File: src/rtl/delay_tap_capture.sv
// Launches an edge into an external delay chain, samples its taps through a
// two-stage capture/synchroniser path and decodes the thermometer code.
module delay_tap_capture #(
  parameter int N_TAPS = 16,
  parameter int CNT_W  = $clog2(N_TAPS + 1)
) (
  input  logic              clk,
  input  logic              rst,
  input  logic              start,
  output logic              launch,
  input  logic [N_TAPS-1:0] taps,
  output logic              busy,
  output logic              res_valid,
  input  logic              res_ready,
  output logic [CNT_W-1:0]  res_count,
  output logic              res_bubble,
  output logic              res_sat,
  output logic [CNT_W-1:0]  stat_min,
  output logic [CNT_W-1:0]  stat_max,
  input  logic              clr_stats
);

  typedef enum logic [2:0] {IDLE, CAP, SYNC, DEC, HOLD} state_t;

  localparam logic [CNT_W-1:0] FULL = CNT_W'(N_TAPS);
  localparam logic [CNT_W-1:0] ONE  = CNT_W'(1);

  state_t              state_q;
  logic                launch_q;
  logic [N_TAPS-1:0]   cap_q;
  logic [N_TAPS-1:0]   sync_q;
  logic                valid_q;
  logic [CNT_W-1:0]    count_q;
  logic                bubble_q;
  logic                sat_q;
  logic [CNT_W-1:0]    min_q;
  logic [CNT_W-1:0]    max_q;

  logic [N_TAPS-1:0]   arrived;
  logic [CNT_W-1:0]    count_d;
  logic                bubble_d;
  logic                sat_d;
  logic                run;

  // A tap has "arrived" when it already shows the polarity just launched.
  generate
    for (genvar gi = 0; gi < N_TAPS; gi++) begin : g_arrived
      assign arrived[gi] = sync_q[gi] ~^ launch_q;
    end
  endgenerate

  always_comb begin
    count_d  = '0;
    bubble_d = 1'b0;
    run      = 1'b1;
    for (int i = 0; i < N_TAPS; i++) begin
      if (run && arrived[i]) begin
        count_d = count_d + ONE;
      end else if (arrived[i]) begin
        bubble_d = 1'b1;
      end else begin
        run = 1'b0;
      end
    end
    sat_d = (count_d == FULL);
  end

  always_ff @(posedge clk or posedge rst) begin
    if (rst) begin
      state_q  <= IDLE;
      launch_q <= 1'b0;
      cap_q    <= '0;
      sync_q   <= '0;
      valid_q  <= 1'b0;
      count_q  <= '0;
      bubble_q <= 1'b0;
      sat_q    <= 1'b0;
    end else begin
      case (state_q)
        IDLE: begin
          if (start) begin
            launch_q <= ~launch_q;
            state_q  <= CAP;
          end
        end
        CAP: begin
          cap_q   <= taps;
          state_q <= SYNC;
        end
        SYNC: begin
          sync_q  <= cap_q;
          state_q <= DEC;
        end
        DEC: begin
          count_q  <= count_d;
          bubble_q <= bubble_d;
          sat_q    <= sat_d;
          valid_q  <= 1'b1;
          state_q  <= HOLD;
        end
        HOLD: begin
          if (res_ready) begin
            valid_q <= 1'b0;
            state_q <= IDLE;
          end
        end
        default: state_q <= IDLE;
      endcase
    end
  end

  // A clear landing on the decode cycle seeds both bounds with the new count.
  always_ff @(posedge clk or posedge rst) begin
    if (rst) begin
      min_q <= FULL;
      max_q <= '0;
    end else if (state_q == DEC) begin
      if (clr_stats) begin
        min_q <= count_d;
        max_q <= count_d;
      end else begin
        if (count_d < min_q) min_q <= count_d;
        if (count_d > max_q) max_q <= count_d;
      end
    end else if (clr_stats) begin
      min_q <= FULL;
      max_q <= '0;
    end
  end

  assign launch     = launch_q;
  assign busy       = (state_q != IDLE);
  assign res_valid  = valid_q;
  assign res_count  = count_q;
  assign res_bubble = bubble_q;
  assign res_sat    = sat_q;
  assign stat_min   = min_q;
  assign stat_max   = max_q;

endmodule

File: config.mk
export PLATFORM = sky130hd
export DESIGN_NAME = delay_tap_capture
export DESIGN_NICKNAME = d
export VERILOG_FILES = /design/src/rtl/delay_tap_capture.sv
export SDC_FILE = /design/constraint.sdc
export NUM_CORES = 1
export LEC_CHECK = 0
export ABC_AREA = 0
export CAP_MARGIN = 20
export CORE_MARGIN = 2
export CORE_UTILIZATION = 45
export DETAILED_ROUTE_END_ITERATION = 8
export MAX_ROUTING_LAYER = met4
export PLACE_DENSITY = 0.71
export SETUP_SLACK_MARGIN = 0.15
export SYNTH_ARGS = -nofsm -noshare
export SYNTH_HDL_FRONTEND = slang
export SYNTH_SLANG_ARGS = --single-unit
File: constraint.sdc
create_clock -name clk -period 25.3 [get_ports clk]
set_clock_uncertainty 0.1 [all_clocks]
set_input_delay 6.325 -clock clk [delete_from_list [all_inputs] [get_ports clk]]
set_output_delay 6.325 -clock clk [all_outputs]
set_load 0.03 [all_outputs]
==> metrics.md <==
| Metric | Value |
|---|---|
| Cell accounting for the most synthesized area | `dfrtp_1` |
| Most frequent cells in the layout | `nand2_1 (65), dfrtp_1 (52), nor2_1 (49), clkdlybuf4s50_1 (40), o21ai_0 (32)` |
| Final Setup Violations | `0` |
| PortBufs | `40` |
| Setup crit start | `launch` |
| Worst hold start | `res_count[1]` |
| Post-detail-place hpwl | `8430 um` |
| CP endpoint | `stat_max[3]` |
| Sw frac | `0.493` |
| Seq cells post-synth | `54` |
| Reg power frac | `0.269` |
| Gates resized, CTS repair | `0` |
| Reg2Reg Depth | `41` |
| Slew Limit Fails | `0` |
| Clock latency at the later pin of the worst-skew pair | `0.31 ns` |
| Post-Synthesis Cells | `545` |
| Hold Vio Cnt, Final | `0` |
| Commonest non-fill, non-tap cell in the layout | `nand2_1` |
| Crit Reg-Reg Startpoint | `launch` |
| Overall global routing resource usage | `0.211` |
| CP max stage cell | `nor2_1` |
| Post-CTS setup buffers | `0` |
| Yosys Warn Count | `0` |
| Dominant cells by area after synthesis | `dfrtp_1 (29%), mux2_2 (7.7%), ha_1 (6.1%)` |
| Post-synth EDFFs | `0` |
| Logic pwr share | `0.648` |
| Clk buf depth | `2` |
| Die width | `104 um` |
| Max FO, Critical Path | `62` |
| Inserted Diodes | `0` |
| Clk pwr share | `0.083` |
| Drt initial violations | `241` |
| Starting Density | `0.463` |
| Ys async rst share | `1.00` |
| Fin nets | `613` |
| Hold-fix buffers, CTS | `0` |
| Area Growth Syn to Fin | `13.3%` |
| Largest family of logic cells by synthesized area | `simple AND/OR/NAND/NOR gates` |
| Simple-Gate Fraction of Synth Area | `0.230` |
| CP arrival | `9.61 ns` |
| Ratio of final minimum period to clock period | `0.375` |
| Vias in the first global route | `3,898` |
| Top-area cell type share of the netlist area | `0.293` |
| DRT Pass-1 Iters | `5` |
| Largest net degree at the start of global routing | `63` |
| Mapped Area | `4530 um2` |
| Count of cell types in the netlist | `84` |
| Avg Vias per Cell | `5.94` |
| Commonest register cell after synthesis | `dfrtp_1` |
| Worst Tran Pin Value | `0.723 ns` |
| Routed len/inst | `15.6 um` |
| Root buffer cell | `clkbuf_8` |
| M1 GR Usage | `0.293` |
| Hold depth | `1` |
| Crit path launch type | `register` |
| IO Pins | `41` |
| Core box area | `9770 um2` |
| Total CTS buffers | `5` |
| Hold Slack | `0.383 ns` |
| Detail Route Antenna Nets | `0` |
| CP required | `25.41 ns` |
| CP most frequent cell | `ha_1` |
| LEAKAGE | `2.10 nW` |
| RSZ-0062 raised after global routing | `no` |
| Global Route met2 Usage | `0.322` |
| Worst ir drop on vdd | `0.0895 mV` |
| RePlAce Congestion | `0.958` |
| Crit end category | `register` |
| Adder-cell area share of the yosys netlist | `0.0652` |
| First-pass GRT wire length | `18,800 um` |
| Setup_tns | `0 ns` |
| Crit path time final | `9.50 ns` |
| Die area | `10,900 um2` |
| Post-synthesis sequential area ratio | `0.299` |
| P per Cell Area | `125 nW/um2` |
| Hold Path Class | `register to register` |
| DRC errors left | `0` |
| Die Ht | `104 um` |
| # rows | `36` |
| Post-synthesis xor/xnor area fraction | `0.0489` |
| Worst reg2reg setup slack | `15.80 ns` |
| Clock Sinks | `54` |
| Highest Clock Rate | `105 MHz` |
| Share of cells above drive strength 1 | `0.114` |
| Antenna violations before repair | `0` |
| CTS tree | `yes` |
| Max-cap violation count | `0` |
| R2r endpoint | `stat_max[3]` |
| Worst-path clk slew | `0.09 ns` |
| Total nets after synthesis | `588` |
| Final wirelength | `11,000 um` |
| Status | `finished, final reports clean` |
| Worst path max stage delay | `0.58 ns` |
| Post-synthesis mux area share | `0.0881` |
| GRT busiest layer | `met2` |
| Synth Area in Compound Gates | `0.220` |
| H-tree Lvls | `2` |
| Crit Path Class | `register to register` |
| Net switching power of the design | `0.000317 W` |
| Max-slew headroom | `0.505` |
| Int Power | `0.000325 W` |
| Mean area per synthesized cell | `8.31 um2` |
| DR vias | `4,179` |
| Filler cell count | `918` |
| Grt met3 use | `0.0238` |
| Grt ovf | `0` |
logic make-up (layout without fill, tap and decap cells):
| logic type | count (synthesis) | count (layout) |
|---|---|---|
| buf+inv | 56 | 82 |
| flops | 54 | 54 |
| compound gates | 143 | 143 |
| xor+xnor | 21 | 21 |
| simple gates | 211 | 211 |
| fa+ha+maj | 24 | 24 |
| mux | 36 | 36 |
routing by layer:
layer	share of wire	routed length (um)
met3	0.041	452
met1	0.47	5180
met5	0	0
met4	0.017	192
met2	0.47	5140
registers in the layout, summed over array words and instances (netlist names):
register / count
cap_q: 16
sync_q: 16
res_count: 5
stat_max: 5
stat_min: 5
state_q: 3
launch: 1
res_bubble: 1
res_sat: 1
res_valid: 1
worst min-delay path by stage:
stage,slack [ns],to
after floorplan,0.35,sync_q[11]
after global placement,0.35,sync_q[2]
after detailed placement,0.36,res_count[1]
after CTS,0.39,res_count[1]
after global routing,0.41,res_count[0]
final,0.38,res_count[1]
cells in the mapped netlist (3+ instances only):
cell type and number:
nand2_1 65, dfrtp_1 53, nor2_1 49, o21ai_0 32, mux2_2 31, inv_1 29
a21oi_1 27, ha_1 22, clkbuf_1 16, nor3_1 16, xnor2_1 13, nand3_1 12
nor2b_1 11, a31oi_1 10, and2_1 8, nand2b_1 8, a211oi_1 6, a21o_1 6
and3_1 6, buf_2 6, o31ai_1 6, or3_1 6, mux2i_1 5, xor2_1 5
a21boi_0 4, nand4_1 4, o22ai_1 4, or2_2 4, a2111oi_0 3, buf_1 3
nand3b_1 3, nor3b_1 3, nor4_1 3, o211ai_1 3, o21a_1 3, o21ai_1 3
o21bai_1 3
critical path: cells and delay by family, from the launching register on:
family | cells | cell delay, ns
XOR/XNOR | 1 | 0.55
AO/OA/AOI/OAI | 12 | 2.09
buffers and inverters | 4 | 0.74
AND/OR/NAND/NOR | 14 | 2.83
adder cells (fa/ha/maj) | 7 | 1.95
multiplexers | 3 | 0.77
flip-flops | 1 | 0.35
per-stage QoR:
stage	power (W)	setup slack [ns]	area [um2]	instances	util
5_1_grt	0.000706	15.10	5130	704	0.525
3_3_place_gp	0.000570	16.32	5020	695	0.514
2_1_floorplan	0.000488	16.24	4530	545	-
4_1_cts	0.000642	15.92	5130	704	0.525
3_5_place_dp	0.000587	15.96	5030	696	0.514
6_report	0.000642	15.80	5130	704	0.525
power groups by stage:
stage / sequential, W / combinational [W] / clock, W
CTS: 0.000172 / 0.000416 / 0.0000548
global placement: 0.000171 / 0.000399 / 0
finish: 0.000173 / 0.000416 / 0.0000534
floorplan: 0.000154 / 0.000335 / 0
global route: 0.000180 / 0.000468 / 0.0000576
detailed placement: 0.000174 / 0.000413 / 0
final cells by class:
type	instances	area (um2)	share of cell area
Sequential cell	54	1350	0.264
Inverter	30	113	0.0219
Tap cell	133	166	0.0324
Clock inverter	1	8.76	0.00171
Timing Repair Buffer	44	430	0.0839
Clock buffer	7	96.3	0.0188
Multi-Input combinational cell	435	2960	0.578
Power figures use the tool's default switching activity.
==> RTL change 1, RTL diff (same flow settings) <==
Set the parameter `N_TAPS` to 8 (it was 16).
--- a/src/rtl/delay_tap_capture.sv
+++ b/src/rtl/delay_tap_capture.sv
@@ -3,3 +3,3 @@
 module delay_tap_capture #(
-  parameter int N_TAPS = 16,
+  parameter int N_TAPS = 8,
   parameter int CNT_W  = $clog2(N_TAPS + 1)
Ports: changed (resized res_count, stat_max, stat_min and taps); port bits go from 41 to 30. The function was not compared with the original's and may differ.
==> RTL change 1 against the unedited design <==
Total power down 45%. Area after synthesis down 52%. Global-route usage decreased by 2.4 points. Core utilization rose by 3.3 points. Design area shrank 49%. Setup slack improved by 1100 ps. Wire length fell by 61%. Maximum frequency is 14% higher. Sequential cell count fell by 19.
==> RTL change 1: results (changes against the unedited design) <==
Outcome
  – Run status: completed (unchanged)

Hold path
  – Hold_sp: res_count[0] (was res_count[1])
  – Hold worst-path end: res_count[0] (was res_count[1])

Setup path
  – RR Endpoint: stat_min[1] (was stat_max[3])
  – Crit Path Max Fanout: 27 (was 62)
  – Reg2reg path depth: 21 (was 41)
  – CP top delay family: flip-flops (was simple AND/OR/NAND/NOR gates)
  – CP max stage delay: 820 ps (was 580 ps)
  – Slowest CP cell: dfrtp_1 (was nor2_1)
  – Critical Path AT: 1930 ps (was 9610 ps)

Synthesis
  – Synth cell count leaders: dfrtp_1 (34), mux2_2 (19), inv_1 (15), nor2_1 (15) (was nand2_1 (65), dfrtp_1 (53), nor2_1 (49), o21ai_0 (32), mux2_2 (31))
  – Syn_nets: 253 (was 588)
  – Synth top area cells: dfrtp_1 (39%), mux2_2 (9.8%), ha_1 (6.3%) (was dfrtp_1 (29%), mux2_2 (7.7%), ha_1 (6.1%))
  – Sequential element share of the synthesized area: 40.1% (was 29.9%)
  – Unique masters post-synth: 54 (was 84)

Drt
  – Detailed Routing Iterations Pass 1: 4 (was 5)
  – DRT iter0 DRCs: 104 (was 241)
  – Via density: 5.57 (was 5.94)
  – Avg WL per Cell: 13.9 um (was 15.6 um)

Global routing
  – First-pass GRT wire length: 7.53 mm (was 18.8 mm)
  – All-Layer GR Usage: 18.7% (was 21.1%)

Final layout
  – Fin nets: 279 (was 613)
  – Biggest regs: cap_q x8, sync_q x8 (was cap_q x16, sync_q x16)
  – Fillers: 422 (was 918)

STA
  – WHS: 380 ps (was 383 ps)
  – Worst-Margin Slew: 759 ps (was 723 ps)

CTS
  – Clk_lat worst skew: 290 ps (was 310 ps)
  – Clock-pin slew on the worst setup and hold paths: 70 ps (was 90 ps)

Placement
  – Post-DP HPWL: 3.23 mm (was 8.43 mm)
==> RTL change 1: changes by cell type after synthesis, moves of 7 or more <==
cell,change
a21oi_1,-17
a31oi_1,-7
clkbuf_1,-10
dfrtp_1,-19
ha_1,-11
inv_1,-14
mux2_2,-12
nand2_1,-52
nand3_1,-8
nor2_1,-34
nor3_1,-11
o21ai_0,-19
xnor2_1,-10
==> RTL change 1: area by class of cell <==
cell class                      count  area, sq um  share of cell area (%)
Inverter                           15         56.3                    2.15
Sequential cell                    35          877                    33.5
Multi-Input combinational cell    168         1200                    45.9
Timing Repair Buffer               30          298                    11.4
Clock inverter                      2         35.0                    1.34
Tap cell                           54         67.6                    2.58
Clock buffer                        6         82.6                    3.15
==> RTL change 1: metal layers <==
metal	track usage (%)	up-vias	part of all wire, %	wire length (um)
met1	25.3	809	49	2120
li1	-	882	-	-
met2	27.3	30	46	1960
met3	4.94	6	3.6	154
met5	-	-	0	0
met4	6.26	0	1.7	71
==> RTL change 1: power breakdown <==
group          internal [mW]  leakage, nW  switching (mW)
Combinational         0.0888        0.668          0.0989
Clock                 0.0319       0.0612          0.0216
Sequential            0.0789        0.440          0.0303
==> RTL change 1: how the worst max path moves through the flow <==
stage               endpoint  slack (ps)
global route          launch       16820
CTS                   launch       16930
finish                launch       16940
detailed placement    launch       17250
global placement      launch       17280
floorplan               busy       18050
==> RTL change 1: kinds of logic after synthesis <==
group                      share of synthesized area [%]
AOI/OAI and AO/OA                                   17.3
xor gates and xnor gates                            1.60
adders and majority gates                           6.29
buffers and inverters                               4.97
DFF                                                 40.1
muxes                                               11.1
and+or+nand+nor                                     18.6
==> RTL change 1: worst register-to-register path: cells and delay by family (launching register included) <==
family | cells | cell delay [ps]
and+or+nand+nor | 6 | 1940
DFF | 1 | 650
AOI/OAI and AO/OA | 8 | 1680
adders and majority gates | 4 | 1060
xor gates and xnor gates | 1 | 290
buffers and inverters | 2 | 230
==> RTL change 1: per-stage QoR <==
stage	worst slack, ps	power (mW)	utilization (%)	cells	cell area, sq um
3_3_place_gp	17280	0.293	53.3	302	2500
4_1_cts	16930	0.352	55.8	310	2620
5_1_grt	16820	0.381	55.8	310	2620
2_1_floorplan	18050	0.253	-	229	2190
6_report	16940	0.350	55.8	310	2620
3_5_place_dp	17250	0.298	53.3	302	2500
==> RTL change 2, RTL diff (same flow settings) <==
Without the edit above. Re-encode `state_t` (5 states) as Gray code, 3 bits wide.
--- a/src/rtl/delay_tap_capture.sv
+++ b/src/rtl/delay_tap_capture.sv
@@ -22,3 +22,3 @@
 
-  typedef enum logic [2:0] {IDLE, CAP, SYNC, DEC, HOLD} state_t;
+  typedef enum logic [2:0] {IDLE = 3'b000, CAP = 3'b001, SYNC = 3'b011, DEC = 3'b010, HOLD = 3'b110} state_t;
 
Check against the original RTL: no difference found for any inputs over 10 cycles, from zero or initial values and one cycle with rst high; not proved beyond that.
==> RTL change 2 against the unedited design <==
Wire length down 3.2%. Sequential cell count stayed put. Design area increased by 1.1%. Sequential share of layout area shrank 0.32 points. Die area rose by 1.1%. Setup slack lost 2300 ps. Total power increased by 4.6%. Combinational power up 5.0%. Area after synthesis grew 1.2%. Count of clock-buffer cells in the layout down 2. Critical endpoint is now stat_max[0]. Largest power group unchanged. Highest routed layer unchanged.
==> RTL change 2: results (changes against the unedited design) <==
Setup path
  – CP max stage delay: 490 ps (was 580 ps)
  – Reg2reg path depth: 56 (was 41)
  – Crit Path Max Fanout: 11 (was 62)

Synthesis
  – Sequential element share of the synthesized area: 29.5% (was 29.9%)
  – Mean Syn Cell Area: 8.50 sq um (was 8.31 sq um)
  – Syn_nets: 582 (was 588)
  – Synth cell count leaders: nand2_1 (54), dfrtp_1 (53), nor2_1 (44), mux2_2 (41), a21oi_1 (34) (was nand2_1 (65), dfrtp_1 (53), nor2_1 (49), o21ai_0 (32), mux2_2 (31))
  – Unique masters post-synth: 69 (was 84)

Power
  – Int Power: 0.347 mW (was 0.325 mW)
  – Static Leak: 2.17 nW (was 2.10 nW)
  – Maximum vdd ir drop: 0.0000838 V (was 0.0000895 V)

Global routing
  – Grt met3 use: 1.75% (was 2.38%)
  – M2 GR Usage: 33.2% (was 32.2%)
  – Largest net degree at the start of global routing: 43 (was 63)
  – All-Layer GR Usage: 20.4% (was 21.1%)
  – Vias in the first global route: 3796 (was 3898)

Final layout
  – Fillers: 925 (was 918)
  – Final core occ: 52.9% (was 52.5%)
  – Fin nets: 603 (was 613)
  – Layout cells sized above 1: 13.7% (was 11.4%)

STA
  – Worst-Margin Slew: 795 ps (was 723 ps)

Drt
  – Wire length on met3: 341 um (was 452 um)
  – M1 WL: 4.92 mm (was 5.18 mm)
  – Via density: 5.80 (was 5.94)
  – Wire length on met2: 5.21 mm (was 5.14 mm)

Placement
  – Placed cell area: 5070 sq um (was 5030 sq um)
  – Post-DP HPWL: 8.25 mm (was 8.43 mm)

Outcome
  – Run status: completed (unchanged)
-- RTL change 2: cell count changes in the layout (fill, tap and decap cells not counted), moves of 4 or more --
| cell | change |
|---|---|
| nand2_1 | -11 |
| mux2_2 | +10 |
| nor2b_1 | -8 |
| a21oi_1 | +7 |
| nand3_1 | +7 |
| a31oi_1 | -6 |
| mux2i_1 | +6 |
| a211oi_1 | -5 |
| and2_1 | -5 |
| nor2_1 | -5 |
| inv_1 | +4 |
| or2_2 | +4 |
-- RTL change 2: final timing paths --
path	startpoint	end	slack, ps
setup / recovery	sync_q[0]	stat_max[0]	13520
hold reg to reg	res_count[0]	res_count[0]	380
min in group asynchronous	rst	cap_q[8]	6210
hold / removal	res_count[0]	res_count[0]	380
max in group asynchronous	rst	stat_min[4]	18310
setup reg to reg	sync_q[0]	stat_max[0]	13520
-- RTL change 2: logic make-up after synthesis --
logic type | share of synthesized area (%)
AND/OR/NAND/NOR | 20.4
AO/OA/AOI/OAI | 19.3
multiplexers | 12.5
flip-flops | 29.5
adder cells (fa/ha/maj) | 6.45
XOR/XNOR | 6.42
buffers and inverters | 5.44
-- RTL change 2: cell type report --
type	instances	share of cell area [%]
Clock inverter	3	0.940
Multi-Input combinational cell	422	57.5
Sequential cell	54	26.1
Tap cell	133	3.21
Inverter	33	2.39
Clock buffer	5	1.33
Timing Repair Buffer	44	8.60
-- RTL change 2: power by group through the flow --
stage	Clock, mW	Combinational (mW)	Sequential (mW)
4_1_cts	0.0618	0.435	0.173
3_5_place_dp	0	0.432	0.175
3_3_place_gp	0	0.414	0.172
2_1_floorplan	0	0.355	0.154
6_report	0.0597	0.437	0.175
5_1_grt	0.0657	0.491	0.182
